`src/rtl/cp0_pkg.sv`:
```
// Shared constants for the CP0 interrupt controller: register indices,
// Status/Cause bit positions and exception codes.
package cp0_pkg;

    localparam logic [4:0] REG_BADVADDR = 5'd8;
    localparam logic [4:0] REG_COUNT    = 5'd9;
    localparam logic [4:0] REG_COMPARE  = 5'd11;
    localparam logic [4:0] REG_STATUS   = 5'd12;
    localparam logic [4:0] REG_CAUSE    = 5'd13;
    localparam logic [4:0] REG_EPC      = 5'd14;

    localparam int ST_IE    = 0;
    localparam int ST_EXL   = 1;
    localparam int ST_IM_LO = 8;
    localparam int ST_IM_HI = 15;

    localparam int CA_CODE_LO = 2;
    localparam int CA_IP_LO   = 8;
    localparam int CA_BD      = 31;

    typedef enum logic [4:0] {
        EXC_INT  = 5'd0,
        EXC_ADEL = 5'd4,
        EXC_ADES = 5'd5,
        EXC_SYS  = 5'd8,
        EXC_BP   = 5'd9,
        EXC_RI   = 5'd10,
        EXC_OV   = 5'd12
    } exc_code_e;

    // Only address-error exceptions carry a meaningful faulting address.
    function automatic logic has_bad_vaddr(input logic [4:0] code);
        return (code == 5'(EXC_ADEL)) || (code == 5'(EXC_ADES));
    endfunction

endpackage

```
`src/rtl/cp0_int_ctrl_if.sv`:
```
// Controller/PC-mux facing bundle of the CP0 block; master is the core
// controller side, slave is the CP0 itself.
interface cp0_int_ctrl_if;
    logic        mfc0;
    logic        mtc0;
    logic [4:0]  rd_addr;
    logic [31:0] wdata;
    logic [31:0] pc;
    logic        in_delay_slot;
    logic        exc_req;
    logic [4:0]  exc_code;
    logic [31:0] bad_vaddr;
    logic        eret;
    logic [31:0] rdata;
    logic [31:0] status;
    logic [31:0] epc;
    logic        timer_int;
    logic        int_pending;
    logic        redirect;
    logic [31:0] exc_addr;

    modport master (
        output mfc0, mtc0, rd_addr, wdata, pc, in_delay_slot,
               exc_req, exc_code, bad_vaddr, eret,
        input  rdata, status, epc, timer_int, int_pending, redirect, exc_addr
    );

    modport slave (
        input  mfc0, mtc0, rd_addr, wdata, pc, in_delay_slot,
               exc_req, exc_code, bad_vaddr, eret,
        output rdata, status, epc, timer_int, int_pending, redirect, exc_addr
    );
endinterface

```
`src/rtl/cp0_timer.sv`:
```
// Count/Compare timer: prescaler, free-running Count, Compare and a sticky
// match flag cleared by rewriting Compare.
module cp0_timer #(
    parameter int COUNT_DIV = 1
) (
    input  logic        clk,
    input  logic        rst,
    input  logic        count_we,
    input  logic        compare_we,
    input  logic [31:0] wdata,
    output logic [31:0] count,
    output logic [31:0] compare,
    output logic        timer_int
);
    localparam int DIV_W = (COUNT_DIV > 1) ? $clog2(COUNT_DIV) : 1;

    logic [DIV_W-1:0] div_reg, div_next;
    logic [31:0]      count_reg, count_next;
    logic [31:0]      compare_reg, compare_next;
    logic             pend_reg, pend_next;
    logic             tick;
    logic [31:0]      count_inc;

    always_comb begin
        tick         = (div_reg == DIV_W'(COUNT_DIV - 1));
        div_next     = tick ? '0 : div_reg + DIV_W'(1);
        count_inc    = count_reg + 32'd1;
        count_next   = count_reg;
        compare_next = compare_reg;
        pend_next    = pend_reg;
        if (count_we)
            count_next = wdata;
        else if (tick)
            count_next = count_inc;
        if (compare_we)
            compare_next = wdata;
        // Only a real increment landing on Compare raises the flag; a software
        // load of Count does not.
        if (compare_we)
            pend_next = 1'b0;
        else if (tick && !count_we && (count_inc == compare_reg))
            pend_next = 1'b1;
    end

    always_ff @(posedge clk or posedge rst) begin
        if (rst) begin
            div_reg     <= '0;
            count_reg   <= '0;
            compare_reg <= '0;
            pend_reg    <= 1'b0;
        end else begin
            div_reg     <= div_next;
            count_reg   <= count_next;
            compare_reg <= compare_next;
            pend_reg    <= pend_next;
        end
    end

    assign count     = count_reg;
    assign compare   = compare_reg;
    assign timer_int = pend_reg;
endmodule

```
`src/rtl/cp0_int_ctrl.sv`:
```
// Coprocessor-0 for the multi-cycle MIPS core: exception entry/return,
// synchronised hardware interrupts, software interrupts and the CP0 timer.
module cp0_int_ctrl
    import cp0_pkg::*;
#(
    parameter int          NUM_HW_INT   = 6,
    parameter logic [31:0] EXC_VECTOR   = 32'h0040_0004,
    parameter logic [31:0] RESET_STATUS = 32'h0000_0001,
    parameter int          COUNT_DIV    = 1,
    parameter int          SYNC_STAGES  = 2
) (
    input  logic                  clk,
    input  logic                  rst,
    input  logic [NUM_HW_INT-1:0] hw_int,
    cp0_int_ctrl_if.slave         bus
);
    logic [NUM_HW_INT-1:0] hw_sync;

    genvar gi;
    generate
        for (gi = 0; gi < NUM_HW_INT; gi++) begin : g_sync
            logic [SYNC_STAGES-1:0] chain_reg;
            always_ff @(posedge clk or posedge rst) begin
                if (rst)
                    chain_reg <= '0;
                else
                    chain_reg <= SYNC_STAGES'({chain_reg, hw_int[gi]});
            end
            assign hw_sync[gi] = chain_reg[SYNC_STAGES-1];
        end
    endgenerate

    logic [31:0] status_reg, status_next;
    logic [31:0] epc_reg, epc_next;
    logic [31:0] badv_reg, badv_next;
    logic        bd_reg, bd_next;
    logic [4:0]  code_reg, code_next;
    logic [1:0]  ip_sw_reg, ip_sw_next;
    logic        redirect_reg, redirect_next;
    logic [31:0] exc_addr_reg, exc_addr_next;

    logic [31:0] count, compare;
    logic        timer_int;
    logic [7:0]  ip;
    logic        int_pending;
    logic        take_entry, take_eret, take_mtc0;
    logic [4:0]  entry_code;
    logic [31:0] cause;
    logic        unused_mfc0;

    assign unused_mfc0 = bus.mfc0;

    // With six lines, hw_int[5] shares IP7 with the timer.
    assign ip    = (8'(hw_sync) << 2) | {timer_int, 5'b0, ip_sw_reg};
    assign cause = {bd_reg, 15'b0, ip, 1'b0, code_reg, 2'b0};

    always_comb begin
        int_pending = status_reg[ST_IE] & ~status_reg[ST_EXL]
                    & (|(ip & status_reg[ST_IM_HI:ST_IM_LO]));
        take_entry  = bus.exc_req | int_pending;
        take_eret   = bus.eret & ~take_entry;
        take_mtc0   = bus.mtc0 & ~take_entry & ~bus.eret;
        entry_code  = bus.exc_req ? bus.exc_code : 5'(EXC_INT);
    end

    cp0_timer #(.COUNT_DIV(COUNT_DIV)) u_timer (
        .clk        (clk),
        .rst        (rst),
        .count_we   (take_mtc0 && (bus.rd_addr == REG_COUNT)),
        .compare_we (take_mtc0 && (bus.rd_addr == REG_COMPARE)),
        .wdata      (bus.wdata),
        .count      (count),
        .compare    (compare),
        .timer_int  (timer_int)
    );

    always_comb begin
        status_next   = status_reg;
        epc_next      = epc_reg;
        badv_next     = badv_reg;
        bd_next       = bd_reg;
        code_next     = code_reg;
        ip_sw_next    = ip_sw_reg;
        redirect_next = take_entry | take_eret;
        exc_addr_next = exc_addr_reg;
        if (take_entry) begin
            code_next           = entry_code;
            status_next[ST_EXL] = 1'b1;
            exc_addr_next       = EXC_VECTOR;
            // A nested entry keeps the outer handler's return state.
            if (!status_reg[ST_EXL]) begin
                epc_next = bus.in_delay_slot ? bus.pc - 32'd4 : bus.pc;
                bd_next  = bus.in_delay_slot;
            end
            if (has_bad_vaddr(entry_code))
                badv_next = bus.bad_vaddr;
        end else if (take_eret) begin
            status_next[ST_EXL] = 1'b0;
            exc_addr_next       = epc_reg;
        end else if (take_mtc0) begin
            case (bus.rd_addr)
                REG_STATUS: status_next = bus.wdata;
                REG_CAUSE:  ip_sw_next  = bus.wdata[CA_IP_LO+1:CA_IP_LO];
                REG_EPC:    epc_next    = bus.wdata;
                default:    ;
            endcase
        end
    end

    always_ff @(posedge clk or posedge rst) begin
        if (rst) begin
            status_reg   <= RESET_STATUS;
            epc_reg      <= '0;
            badv_reg     <= '0;
            bd_reg       <= 1'b0;
            code_reg     <= '0;
            ip_sw_reg    <= '0;
            redirect_reg <= 1'b0;
            exc_addr_reg <= '0;
        end else begin
            status_reg   <= status_next;
            epc_reg      <= epc_next;
            badv_reg     <= badv_next;
            bd_reg       <= bd_next;
            code_reg     <= code_next;
            ip_sw_reg    <= ip_sw_next;
            redirect_reg <= redirect_next;
            exc_addr_reg <= exc_addr_next;
        end
    end

    always_comb begin
        case (bus.rd_addr)
            REG_BADVADDR: bus.rdata = badv_reg;
            REG_COUNT:    bus.rdata = count;
            REG_COMPARE:  bus.rdata = compare;
            REG_STATUS:   bus.rdata = status_reg;
            REG_CAUSE:    bus.rdata = cause;
            REG_EPC:      bus.rdata = epc_reg;
            default:      bus.rdata = 32'd0;
        endcase
    end

    assign bus.status      = status_reg;
    assign bus.epc         = epc_reg;
    assign bus.timer_int   = timer_int;
    assign bus.int_pending = int_pending;
    assign bus.redirect    = redirect_reg;
    assign bus.exc_addr    = exc_addr_reg;
endmodule

```
`src/flat_wrapper.sv`:
```
// flat-port wrapper written by rule: the top's interface ports become plain ports
module cp0_int_ctrl_flat import cp0_pkg::*;
#(
    parameter int          NUM_HW_INT   = 6,
    parameter logic [31:0] EXC_VECTOR   = 32'h0040_0004,
    parameter logic [31:0] RESET_STATUS = 32'h0000_0001,
    parameter int          COUNT_DIV    = 1,
    parameter int          SYNC_STAGES  = 2
)
  (clk, rst, hw_int, bus_mfc0, bus_mtc0, bus_rd_addr, bus_wdata, bus_pc, bus_in_delay_slot, bus_exc_req, bus_exc_code, bus_bad_vaddr, bus_eret, bus_rdata, bus_status, bus_epc, bus_timer_int, bus_int_pending, bus_redirect, bus_exc_addr);
  cp0_int_ctrl_if bus_i ();
  input  logic clk;
  input  logic rst;
  input  logic [NUM_HW_INT-1:0] hw_int;
  input wire logic [$bits(bus_i.mfc0)-1:0] bus_mfc0;
  input wire logic [$bits(bus_i.mtc0)-1:0] bus_mtc0;
  input wire logic [$bits(bus_i.rd_addr)-1:0] bus_rd_addr;
  input wire logic [$bits(bus_i.wdata)-1:0] bus_wdata;
  input wire logic [$bits(bus_i.pc)-1:0] bus_pc;
  input wire logic [$bits(bus_i.in_delay_slot)-1:0] bus_in_delay_slot;
  input wire logic [$bits(bus_i.exc_req)-1:0] bus_exc_req;
  input wire logic [$bits(bus_i.exc_code)-1:0] bus_exc_code;
  input wire logic [$bits(bus_i.bad_vaddr)-1:0] bus_bad_vaddr;
  input wire logic [$bits(bus_i.eret)-1:0] bus_eret;
  output wire logic [$bits(bus_i.rdata)-1:0] bus_rdata;
  output wire logic [$bits(bus_i.status)-1:0] bus_status;
  output wire logic [$bits(bus_i.epc)-1:0] bus_epc;
  output wire logic [$bits(bus_i.timer_int)-1:0] bus_timer_int;
  output wire logic [$bits(bus_i.int_pending)-1:0] bus_int_pending;
  output wire logic [$bits(bus_i.redirect)-1:0] bus_redirect;
  output wire logic [$bits(bus_i.exc_addr)-1:0] bus_exc_addr;
  assign bus_i.mfc0 = bus_mfc0;
  assign bus_i.mtc0 = bus_mtc0;
  assign bus_i.rd_addr = bus_rd_addr;
  assign bus_i.wdata = bus_wdata;
  assign bus_i.pc = bus_pc;
  assign bus_i.in_delay_slot = bus_in_delay_slot;
  assign bus_i.exc_req = bus_exc_req;
  assign bus_i.exc_code = bus_exc_code;
  assign bus_i.bad_vaddr = bus_bad_vaddr;
  assign bus_i.eret = bus_eret;
  assign bus_rdata = bus_i.rdata;
  assign bus_status = bus_i.status;
  assign bus_epc = bus_i.epc;
  assign bus_timer_int = bus_i.timer_int;
  assign bus_int_pending = bus_i.int_pending;
  assign bus_redirect = bus_i.redirect;
  assign bus_exc_addr = bus_i.exc_addr;
  cp0_int_ctrl #(.NUM_HW_INT(NUM_HW_INT), .EXC_VECTOR(EXC_VECTOR), .RESET_STATUS(RESET_STATUS), .COUNT_DIV(COUNT_DIV), .SYNC_STAGES(SYNC_STAGES)) u_core (.clk(clk), .rst(rst), .hw_int(hw_int), .bus(bus_i));
endmodule
```
`config.mk`:
```
export PLATFORM = sky130hd
export DESIGN_NAME = cp0_int_ctrl_flat
export DESIGN_NICKNAME = d
export VERILOG_FILES = /design/src/rtl/cp0_pkg.sv /design/src/rtl/cp0_int_ctrl_if.sv /design/src/rtl/cp0_timer.sv /design/src/rtl/cp0_int_ctrl.sv /design/src/flat_wrapper.sv
export SDC_FILE = /design/constraint.sdc
export NUM_CORES = 1
export LEC_CHECK = 0
export ABC_AREA = 1
export ABC_CLOCK_PERIOD_IN_PS = 9300
export CORE_MARGIN = 3
export CORE_UTILIZATION = 50
export CTS_CLUSTER_DIAMETER = 120
export DETAILED_ROUTE_END_ITERATION = 16
export DONT_BUFFER_PORTS = 1
export PLACE_DENSITY = 0.62
export SYNTH_ARGS = -nofsm -noshare
export SYNTH_HDL_FRONTEND = slang
export SYNTH_SLANG_ARGS = --single-unit
export TNS_END_PERCENT = 100
```
`constraint.sdc`:
```
create_clock -name clk -period 9.3 [get_ports clk]
set_input_delay 1.86 -clock clk [delete_from_list [all_inputs] [get_ports clk]]
set_output_delay 1.86 -clock clk [all_outputs]
set_load 0.005 [all_outputs]
```
==> results of run 1 <==
[metal layers]
metal / wire [um] / share of wire [%] / GRT usage (%) / vias up
met5: 0 / 0 / 0 / -
met4: 2070 / 5.1 / 13.1 / 0
met3: 3830 / 9.5 / 7.33 / 98
met2: 18600 / 46 / 53.0 / 500
met1: 15900 / 39 / 40.6 / 4896
li1: - / - / - / 4872
[power by group through the flow]
stage               registers (mW)  logic [mW]  clock network [mW]
floorplan                     1.17       0.353                   0
global placement              1.23       0.463                   0
detailed placement            1.23       0.470                   0
CTS                           1.22       0.474                1.04
global route                  1.23       0.536                1.08
finish                        1.22       0.476                1.03
[placed cells by master, fill, tap and decap left out, types with 2 or more instances in the layout]
cell type   count
inv_2           3
ha_1            2
clkinv_2        9
o211ai_1       25
nor2_1        135
nor2_2          9
inv_8           2
a21oi_1        39
nand3b_1        5
nor2_4          6
mux2_2         20
a221oi_1       18
clkinvlp_4      3
dfrtp_1       213
nor4_1          2
and2_1          3
nand2_1       398
nand4_1         6
buf_4          12
inv_1         190
bufinv_16       4
xor3_1          3
a22oi_1        12
nor3_1          6
clkbuf_16      25
nand2_2         4
xor2_1         20
o22ai_1        19
or2_2           5
o221ai_1       11
clkbuf_8        2
nand3_1        88
nor3_2          2
o21ai_0       192
[critical path, cell delays in order]
cell and delay, ns:
inv_1 0.03, nor2_1 0.05, inv_1 0.11, nor2_1 0.05, inv_1 0.06, nor2_1 0.04, buf_4 0.21, inv_1 0.64
o21ai_0 0.18, a221oi_1 0.38, o21ai_0 0.21
[logic make-up after synthesis]
| logic type | after synthesis | synth area share [%] |
|---|---|---|
| compound gates | 319 | 15.9 |
| xor+xnor | 25 | 2.45 |
| fa+ha+maj | 2 | 0.218 |
| buf+inv | 252 | 8.43 |
| flops | 214 | 46.6 |
| mux | 20 | 1.96 |
| simple gates | 672 | 24.4 |
[Yosys cell counts (2+ instances only)]
| cell type | count | area [sq um] |
|---|---|---|
| xor3_1 | 3 | 71.3 |
| o221ai_1 | 11 | 96.3 |
| clkbuf_1 | 38 | 143 |
| nor2_1 | 137 | 514 |
| inv_2 | 3 | 11.3 |
| a21oi_1 | 39 | 195 |
| nand3b_1 | 5 | 37.5 |
| a22oi_1 | 12 | 90.1 |
| nor3_2 | 2 | 20.0 |
| o22ai_1 | 19 | 119 |
| nor2_4 | 6 | 67.6 |
| and2_1 | 3 | 18.8 |
| inv_1 | 191 | 717 |
| nand2_1 | 398 | 1490 |
| nand3_1 | 88 | 440 |
| nor4_1 | 2 | 12.5 |
| a221oi_1 | 18 | 158 |
| nor2_2 | 7 | 43.8 |
| o211ai_1 | 25 | 188 |
| o21ai_0 | 192 | 961 |
| nor3_1 | 6 | 30.0 |
| dfrtp_1 | 213 | 5330 |
| ha_1 | 2 | 25.0 |
| xor2_1 | 20 | 175 |
| mux2_2 | 20 | 225 |
| buf_2 | 15 | 75.1 |
| buf_1 | 3 | 11.3 |
| nand2_2 | 4 | 25.0 |
| nand4_1 | 6 | 37.5 |
| or2_2 | 5 | 31.3 |
[worst max-delay path by stage]
stage,from,to,cells after the start
floorplan,rst,u_core.badv_reg[0],1
global placement,bus_rd_addr[0],bus_rdata[21],11
detailed placement,bus_rd_addr[0],bus_rdata[21],11
CTS,bus_rd_addr[0],bus_rdata[21],11
global route,bus_rd_addr[0],bus_rdata[19],11
finish,bus_rd_addr[0],bus_rdata[19],11
[stage by stage]
step	power, mW	worst slack [ns]	util, %
finish	2.72	3.62	56.6
global route	2.85	3.45	56.6
CTS	2.73	3.59	56.6
detailed placement	1.70	3.57	52.7
global placement	1.69	3.57	52.7
floorplan	1.53	1.59	-
[cell type report]
class                           instances  share of cell area, %
Inverter                              195                   5.88
Sequential cell                       214                   42.6
Clock inverter                         18                   1.65
Timing Repair Buffer                   12                  0.716
Multi-Input combinational cell       1038                   41.2
Clock buffer                           28                   5.22
Tap cell                              280                   2.79
==> metrics.md, run 1 <==
| Metric | Value |
|---|---|
| EDFF count, synth | 0 |
| Antenna Nets Post-Route | 0 |
| Routed WL | 40.5 mm |
| DR iter-0 viols | 995 |
| Power share of the combinational group | 17.5% |
| Max_cap viols | 0 |
| Worst clock skew | 0.0114 ns |
| Critical path class | input port to output port |
| Core area | 22200 sq um |
| Status | finished clean |
| CTS max path bufs | 3 |
| Initial antenna violation count | 0 |
| RSZ-0062 raised after global routing | false |
| Worst-Margin Slew | 1.02 ns |
| DR pass1 iterations | 7 |
| CP arrival | 3.82 ns |
| Clock share of power | 37.8% |
| Average vias per placed instance | 5.81 |
| Final Max Tran Viols | 0 |
| RR Endpoint | u_core.bus.exc_addr[17] |
| Seq/Total Area, Yosys | 46.6% |
| Post-DP Area | 11700 sq um |
| Synth warn | 0 |
| Synth Instances | 1504 |
| Critical path launch point type | input port |
| Worst VDD drop | 0.163 mV |
| Final TNS setup | 0 ns |
| Commonest register cell after synthesis | dfrtp_1 |
| DIE AREA | 24800 sq um |
| Clk root buf | clkbuf_16 |
| Final period utilization | 61.1% |
| Register area | 5360 sq um |
| Worst Hold End | u_core.g_sync[3].chain_reg[1] |
| Final net count | 1607 |
| Hold Fails Final Rpt | 0 |
| Hold Crit Class | flop to flop |
| Net switching fraction of the power | 32.0% |
| Resized Gates After CTS | 0 |
| GRT Overall Usage | 31.9% |
| Count of cell types in the netlist | 41 |
| Post-CTS Setup Bufs | 0 |
| Layout cells sized above 1 | 7.44% |
| Clk sink count | 214 |
| CTS Hold Bufs | 0 |
| Vias in the first global route | 9901 |
| Area grow syn2layout | 9.49% |
| Leakage power | 5.95 nW |
| Async set or reset register ratio after synthesis | 100% |
| CTS tree | built |
| Min-delay src | u_core.g_sync[3].chain_reg[0] |
| Row cnt | 54 |
| WHS Path Cells | 0 |
| R2R Path Start | u_core.bus.status[14] |
| Int Pwr | 1.85 mW |
| Max Clk Rate | 0.176 GHz |
| Post-DP HPWL | 30.7 mm |
| Mapped Area | 11500 sq um |
| Drt drc | 0 |
| Io pins | 250 |
| Num CTS Buffers | 25 |
| Die X | 158 um |
| I/O Buffers | 0 |
| Die Ht | 158 um |
| Initial Utilization | 51.7% |
| Slew HR | 32.1% |
| Endpoints failing setup | 0 |
| WHS | 0.348 ns |
| Vias | 10400 |
| Inst Count DP | 1739 |
| CTS H-tree lvls | 1 |
| Filler cell count | 2136 |
| Non-Filler Instances | 1785 |
| Multi-input combinational cell area | 5180 sq um |
| Routed length per placed instance | 22.7 um |
| Syn_area_per_cell | 7.64 sq um |
| NetSw | 871 uW |
| Clk_lat worst skew | 0.53 ns |
| PwrDens | 216 nW/um^2 |
| Diodes inserted | 0 |
| Syn nets | 1625 |
| First-pass GRT wire length | 59.4 mm |
| Clk slew on worst S/H paths | 0.06 ns |
| Grt total ovfl | 0 |
| Final min period | 5.68 ns |
| Pin count of the biggest net entering global routing | 82 |
| Flops & latches, synth | 214 |
| Flop pwr share | 44.7% |
| Flop2flop setup slack | 6.38 ns |
| CP Max Fanout | 20 |
| Critical Path Sink Type | output port |
| Post-route cell area | 12600 sq um |
| Critical path required time | 7.44 ns |
| FF-to-FF path depth | 11 |
| RePlAce Congestion | 0.954 |
No activity file was read; power rests on OpenSTA's default activity.
==> inputs of run 2 (changes only) <==
--- a/config.mk
+++ b/config.mk
@@ -6,7 +6,7 @@
 export NUM_CORES = 1
 export LEC_CHECK = 0
 export ABC_AREA = 1
-export ABC_CLOCK_PERIOD_IN_PS = 9300
+export ABC_CLOCK_PERIOD_IN_PS = 5240
 export CORE_MARGIN = 3
 export CORE_UTILIZATION = 50
 export CTS_CLUSTER_DIAMETER = 120
==> constraint.sdc (replaced) <==
create_clock -name clk -period 5.24 [get_ports clk]
set_input_delay 1.048 -clock clk [delete_from_list [all_inputs] [get_ports clk]]
set_output_delay 1.048 -clock clk [all_outputs]
set_load 0.005 [all_outputs]
==> run 2 against run 1 <==
  * Worst hold slack got worse by 0.0021 ns
  * Critical path depth did not move
  * Clock power rose by 85%
  * Routed wire length rose by 1.1%
  * Non-clock buffer count rose by 1
  * Die area did not move
  * Sequential share of layout area fell by 0.22 points
  * Final cell count rose by 0.22%
  * Register-to-register slack got worse by 4.5 ns
  * Combinational power rose by 76%
  * Sequential power rose by 77%
  * Critical path type unchanged
==> metrics.md, run 2 (synthesis results as in run 1) <==
| Metric | Value |
|---|---|
| CTS Hold Bufs | 0 (unchanged) |
| Critical path required time | 4.19 ns (-3.25 ns) |
| First-pass GRT wire length | 60.8 mm (+2.4%) |
| WHS Path Cells | 0 (unchanged) |
| Vias | 10500 (+0.84%) |
| Register area | 5360 sq um (unchanged) |
| CTS H-tree lvls | 1 (unchanged) |
| Vias in the first global route | 10100 (+2.3%) |
| CP Max Fanout | 20 (unchanged) |
| Average vias per placed instance | 5.84 (+0.61%) |
| DIE AREA | 24800 sq um (unchanged) |
| GRT Overall Usage | 32.7% (+0.77 points) |
| Post-CTS Setup Bufs | 0 (unchanged) |
| Drt drc | 0 (unchanged) |
| Final net count | 1609 (+0.12%) |
| Clk sink count | 214 (unchanged) |
| Net switching fraction of the power | 31.6% (-0.44 points) |
| Post-DP HPWL | 31.3 mm (+1.8%) |
| Clk slew on worst S/H paths | 0.06 ns (about the same) |
| Grt total ovfl | 0 (unchanged) |
| Routed length per placed instance | 22.9 um (+0.82%) |
| Multi-input combinational cell area | 5180 sq um (about the same) |
| Endpoints failing setup | 0 (unchanged) |
| Leakage power | 5.98 nW (+0.60%) |
| Max_cap viols | 0 (unchanged) |
| Clock share of power | 38.9% (+1.1 points) |
| Status | finished clean |
| Die X | 158 um (unchanged) |
| DR pass1 iterations | 5 (-2) |
| Int Pwr | 3.36 mW (+81%) |
| Core area | 22200 sq um (unchanged) |
| Clk_lat worst skew | 0.54 ns (about the same) |
| Flop pwr share | 44.0% (-0.7 points) |
| Routed WL | 40.9 mm (+1.1%) |
| Num CTS Buffers | 26 (+4.0%) |
| NetSw | 1.55 mW (+78%) |
| Commonest non-fill, non-tap cell in the layout | nand2_1 |
| Worst-Margin Slew | 1.10 ns (+0.0818 ns) |
| CTS tree | built |
| CTS max path bufs | 3 (unchanged) |
| RePlAce Congestion | 0.938 (-1.7%) |
| Area grow syn2layout | 10.1% |
| Power share of the combinational group | 17.1% (-0.4 points) |
| FF-to-FF path depth | 11 (unchanged) |
| Layout cells sized above 1 | 7.49% (+0.052 points) |
| Hold Crit Class | flop to flop |
| I/O Buffers | 0 (unchanged) |
| Hold Fails Final Rpt | 0 (unchanged) |
| Most frequent cells in the layout | nand2_1, dfrtp_1, o21ai_0, inv_1, nor2_1 |
| Resized Gates After CTS | 0 (unchanged) |
| Critical path class | input port to output port |
| Worst VDD drop | 0.269 mV (+64%) |
| Final TNS setup | 0 ns (unchanged) |
| Critical Path Sink Type | output port |
| PwrDens | 388 nW/um^2 (+79%) |
| Initial antenna violation count | 3 (+3) |
| Pwr Total | 4.91 mW (+80%) |
| Final Max Tran Viols | 0 (unchanged) |
| Filler cell count | 2116 (-0.94%) |
| Antenna Nets Post-Route | 0 (unchanged) |
| Final period utilization | 78.7% |
| RSZ-0062 raised after global routing | false |
| Critical path launch point type | input port |
| Fin util | 56.9% (+0.30 points) |
| DR iter-0 viols | 893 (-10%) |
| Worst clock skew | 0.0172 ns (+0.00583 ns) |
| CP arrival | 3.07 ns (-0.75 ns) |
| Row cnt | 54 (unchanged) |
| Die Ht | 158 um (unchanged) |
| Clk root buf | clkbuf_16 |
| Slew HR | 26.4% (-5.7 points) |
| Pin count of the biggest net entering global routing | 155 (+89%) |
| Io pins | 250 (unchanged) |
| Final min period | 4.12 ns |
| Max Clk Rate | 0.243 GHz |
| Initial Utilization | 51.7% (unchanged) |
-- run 2: cell types whose count changed in the layout (fill, tap and decap cells not counted), sizes merged --
cell	previous run	this run
buf	12	13
clkbuf	28	33
clkinv	10	12
clkinvlp	3	1
diode	0	1
inv	196	193
-- run 2: worst max-delay path: stages --
cell and delay, ns:
inv_1 0.03, nor2_1 0.04, inv_1 0.11, nor2_1 0.05, inv_1 0.06, nor2_1 0.04, buf_4 0.20, inv_1 0.69
o21ai_0 0.16, a221oi_1 0.42, o21ai_0 0.22
-- run 2: path summary, 6_finish.rpt --
path / from / endpoint / slack (ns)
worst max-delay path: bus_rd_addr[0] / bus_rdata[21] / 1.12
worst min-delay path: u_core.g_sync[2].chain_reg[0] / u_core.g_sync[2].chain_reg[1] / 0.35
worst max register to register: u_core.bus.status[8] / u_core.bus.exc_addr[24] / 1.87
worst min register to register: u_core.g_sync[2].chain_reg[0] / u_core.g_sync[2].chain_reg[1] / 0.35
max in group asynchronous: rst / u_core.g_sync[3].chain_reg[1] / 3.89
min in group asynchronous: rst / u_core.bus.exc_addr[26] / 0.55
-- run 2: layout make-up --
class	instances	area share (%)
Timing Repair Buffer	13	0.871
Clock buffer	33	5.76
Antenna cell	1	0.0198
Sequential cell	214	42.4
Inverter	195	5.82
Clock inverter	15	1.42
Multi-Input combinational cell	1038	41.0
Tap cell	280	2.77
-- run 2: metal layers --
layer	vias up	global-route usage, %	part of all wire (%)
met2	497	51.5	44
met3	130	8.94	10
li1	4875	-	-
met5	-	0	0.066
met4	4	18.8	6.7
met1	4947	40.7	38
-- run 2: per-stage QoR --
step                      hold slack [ns]  worst slack [ns]  cells  instance area [sq um]
after floorplan                     0.331              1.41   1504                  11500
after global placement              0.332              1.21   1740                  11700
after detailed placement            0.336              1.17   1740                  11700
after CTS                           0.348              1.17   1788                  12600
after global routing                0.354              1.01   1788                  12600
final                               0.346              1.12   1789                  12600
-- run 2: power by group through the flow --
stage	clock, mW	sequential (mW)	combinational (mW)
after floorplan	0	2.08	0.627
after global placement	0	2.18	0.818
after detailed placement	0	2.19	0.833
after CTS	1.93	2.16	0.838
after global routing	1.99	2.19	0.955
final	1.91	2.16	0.840
==> inputs of run 3 (changes only) <==
--- a/config.mk
+++ b/config.mk
@@ -6,13 +6,13 @@
 export NUM_CORES = 1
 export LEC_CHECK = 0
 export ABC_AREA = 1
-export ABC_CLOCK_PERIOD_IN_PS = 5240
+export ABC_CLOCK_PERIOD_IN_PS = 3600
 export CORE_MARGIN = 3
 export CORE_UTILIZATION = 50
 export CTS_CLUSTER_DIAMETER = 120
 export DETAILED_ROUTE_END_ITERATION = 16
 export DONT_BUFFER_PORTS = 1
-export PLACE_DENSITY = 0.62
+export PLACE_DENSITY = 0.65
 export SYNTH_ARGS = -nofsm -noshare
 export SYNTH_HDL_FRONTEND = slang
 export SYNTH_SLANG_ARGS = --single-unit
==> constraint.sdc (replaced) <==
create_clock -name clk -period 3.6 [get_ports clk]
set_input_delay 0.72 -clock clk [delete_from_list [all_inputs] [get_ports clk]]
set_output_delay 0.72 -clock clk [all_outputs]
set_load 0.005 [all_outputs]
==> run 3 against run 2 <==
  * Combinational power up 49%
  * Routed wire length down 0.63%
  * Register-to-register slack worse by 1.1 ns
==> metrics.md, run 3 (synthesis results as in run 1) <==
| Metric | Value |
|---|---|
| Status | finished clean |
| I/O Buffers | 0 (unchanged) |
| Final net count | 1636 (+1.7%) |
| CTS H-tree lvls | 1 (unchanged) |
| Clk sink count | 214 (unchanged) |
| Post-route cell area | 12800 sq um (+1.5%) |
| Endpoints failing setup | 0 (unchanged) |
| Slowest stage delay, CP | 0.51 ns (-0.18 ns) |
| Core area | 22200 sq um (unchanged) |
| Initial antenna violation count | 0 (-3) |
| Clk_lat worst skew | 0.53 ns (about the same) |
| First-pass GRT wire length | 60.2 mm (-1.0%) |
| Dpl ws | 0.506 ns (-0.668 ns) |
| Routed WL | 40.6 mm (-0.63%) |
| Final Max Tran Viols | 0 (unchanged) |
| Post-CTS Setup Bufs | 0 (unchanged) |
| DIE AREA | 24800 sq um (unchanged) |
| CTS tree | built |
| Io pins | 250 (unchanged) |
| Critical path launch point type | input port |
| CP arrival | 2.40 ns (-0.67 ns) |
| CP Max Fanout | 18 (-10%) |
| Final TNS setup | 0 ns (unchanged) |
| Final WS setup | 0.481 ns (-0.638 ns) |
| Max Clk Rate | 0.321 GHz |
| Clk root buf | clkbuf_16 |
| Initial Utilization | 51.7% (unchanged) |
| RePlAce Congestion | 0.967 (+3.1%) |
| CP top delay family | compound AO/OA/AOI/OAI gates |
| Commonest non-fill, non-tap cell in the layout | nand2_1 |
| Inst Count DP | 1768 (+1.6%) |
| Pin count of the biggest net entering global routing | 116 (-25%) |
| Area grow syn2layout | 11.7% |
| Post-DP Area | 12000 sq um (+1.9%) |
| Final min period | 3.12 ns |
| PwrDens | 553 nW/um^2 (+43%) |
| Grt total ovfl | 0 (unchanged) |
| Leakage power | 6.10 nW (+2.1%) |
| Worst clock skew | 0.0132 ns (-0.00399 ns) |
| Hold Fails Final Rpt | 0 (unchanged) |
| Layout cells sized above 1 | 8.94% (+1.4 points) |
| Clk slew on worst S/H paths | 0.06 ns (about the same) |
| Routed length per placed instance | 22.4 um (-1.9%) |
| RSZ-0062 raised after global routing | false |
| Critical path required time | 2.88 ns (-1.31 ns) |
| Drt drc | 0 (unchanged) |
| DR iter-0 viols | 993 (+11%) |
| Average vias per placed instance | 5.78 (-1.0%) |
| Most frequent cells in the layout | nand2_1, dfrtp_1, o21ai_0, inv_1, nor2_1 |
| Diodes inserted | 0 (-1) |
| Non-Filler Instances | 1813 (+1.3%) |
| DR pass1 iterations | 6 (+1) |
| Num CTS Buffers | 24 (-7.7%) |
| Slew HR | 35.4% (+8.9 points) |
| Die Ht | 158 um (unchanged) |
| Antenna Nets Post-Route | 0 (unchanged) |
| Pwr Total | 7.10 mW (+45%) |
| Post-DP HPWL | 31.5 mm (+0.63%) |
| Critical Path Sink Type | output port |
| CP Buf/Inv Count | 1 (-4) |
| Max_cap viols | 0 (unchanged) |
| Crit-path cells | nor2_1 > nand2_1 > nor2_1 > clkinv_1 > o22ai_1 > a21oi_1 > o221ai_1 |
| Vias in the first global route | 9972 (-1.6%) |
| Final period utilization | 86.6% |
| CTS max path bufs | 3 (unchanged) |
| Row cnt | 54 (unchanged) |
| Die X | 158 um (unchanged) |
| Critical path class | input port to output port |
| Worst-Margin Slew | 0.970 ns (-0.130 ns) |
| Worst VDD drop | 0.426 mV (+59%) |
| Hold Crit Class | input port to flop |
| Most used cell, CP | nor2_1 |
| Vias | 10500 (+0.29%) |
| GRT Overall Usage | 32.3% (-0.42 points) |
| Worst path slowest cell | clkinv_1 |
-- run 3: path summary, 6_finish.rpt --
| path | startpoint | to | slack [ns] | depth (start not counted) |
|---|---|---|---|---|
| min | hw_int[4] | u_core.g_sync[4].chain_reg[0] | 0.22 | 0 |
| min reg2reg | u_core.g_sync[5].chain_reg[0] | u_core.g_sync[5].chain_reg[1] | 0.35 | 0 |
| min in group asynchronous | rst | u_core.bus.exc_addr[24] | 0.61 | 2 |
| max reg2reg | u_core.u_timer.timer_int | u_core.bus.epc[21] | 0.77 | 9 |
| max | bus_rd_addr[4] | bus_rdata[0] | 0.48 | 7 |
| max in group asynchronous | rst | u_core.u_timer.count[3] | 2.07 | 3 |
-- run 3: layout make-up --
class | count | area (sq um)
fillers | 2144 | 9400
flip-flops and latches | 214 | 5360
multi-input cells | 1038 | 5180
inverters | 195 | 736
clock buffers | 29 | 651
well taps | 280 | 350
repair buffers | 42 | 343
clock inverters | 15 | 218
-- run 3: repair_timing --
item	CTS	global route
endpoints found under the hold margin	7	0
gates resized for setup	0	0
hold buffers	1	0
-- run 3: layer usage --
metal	track usage (%)	part of all wire (%)	vias up
met2	52.4	46	495
li1	-	-	4937
met4	13.2	4.8	0
met3	8.20	9.5	97
met1	41.5	40	4954
met5	0	0	-
-- run 3: per-stage QoR --
stage / util [%] / hold slack [ns]
2_1_floorplan: - / 0.331
3_3_place_gp: 53.8 / 0.333
3_5_place_dp: 53.8 / 0.335
4_1_cts: 57.7 / 0.212
5_1_grt: 57.7 / 0.210
6_report: 57.7 / 0.217
-- run 3: where the power goes --
group	switching [mW]	total, mW	internal, mW
combinational	0.819	1.25	0.428
sequential	0.380	3.14	2.76
clock	1.05	2.70	1.66
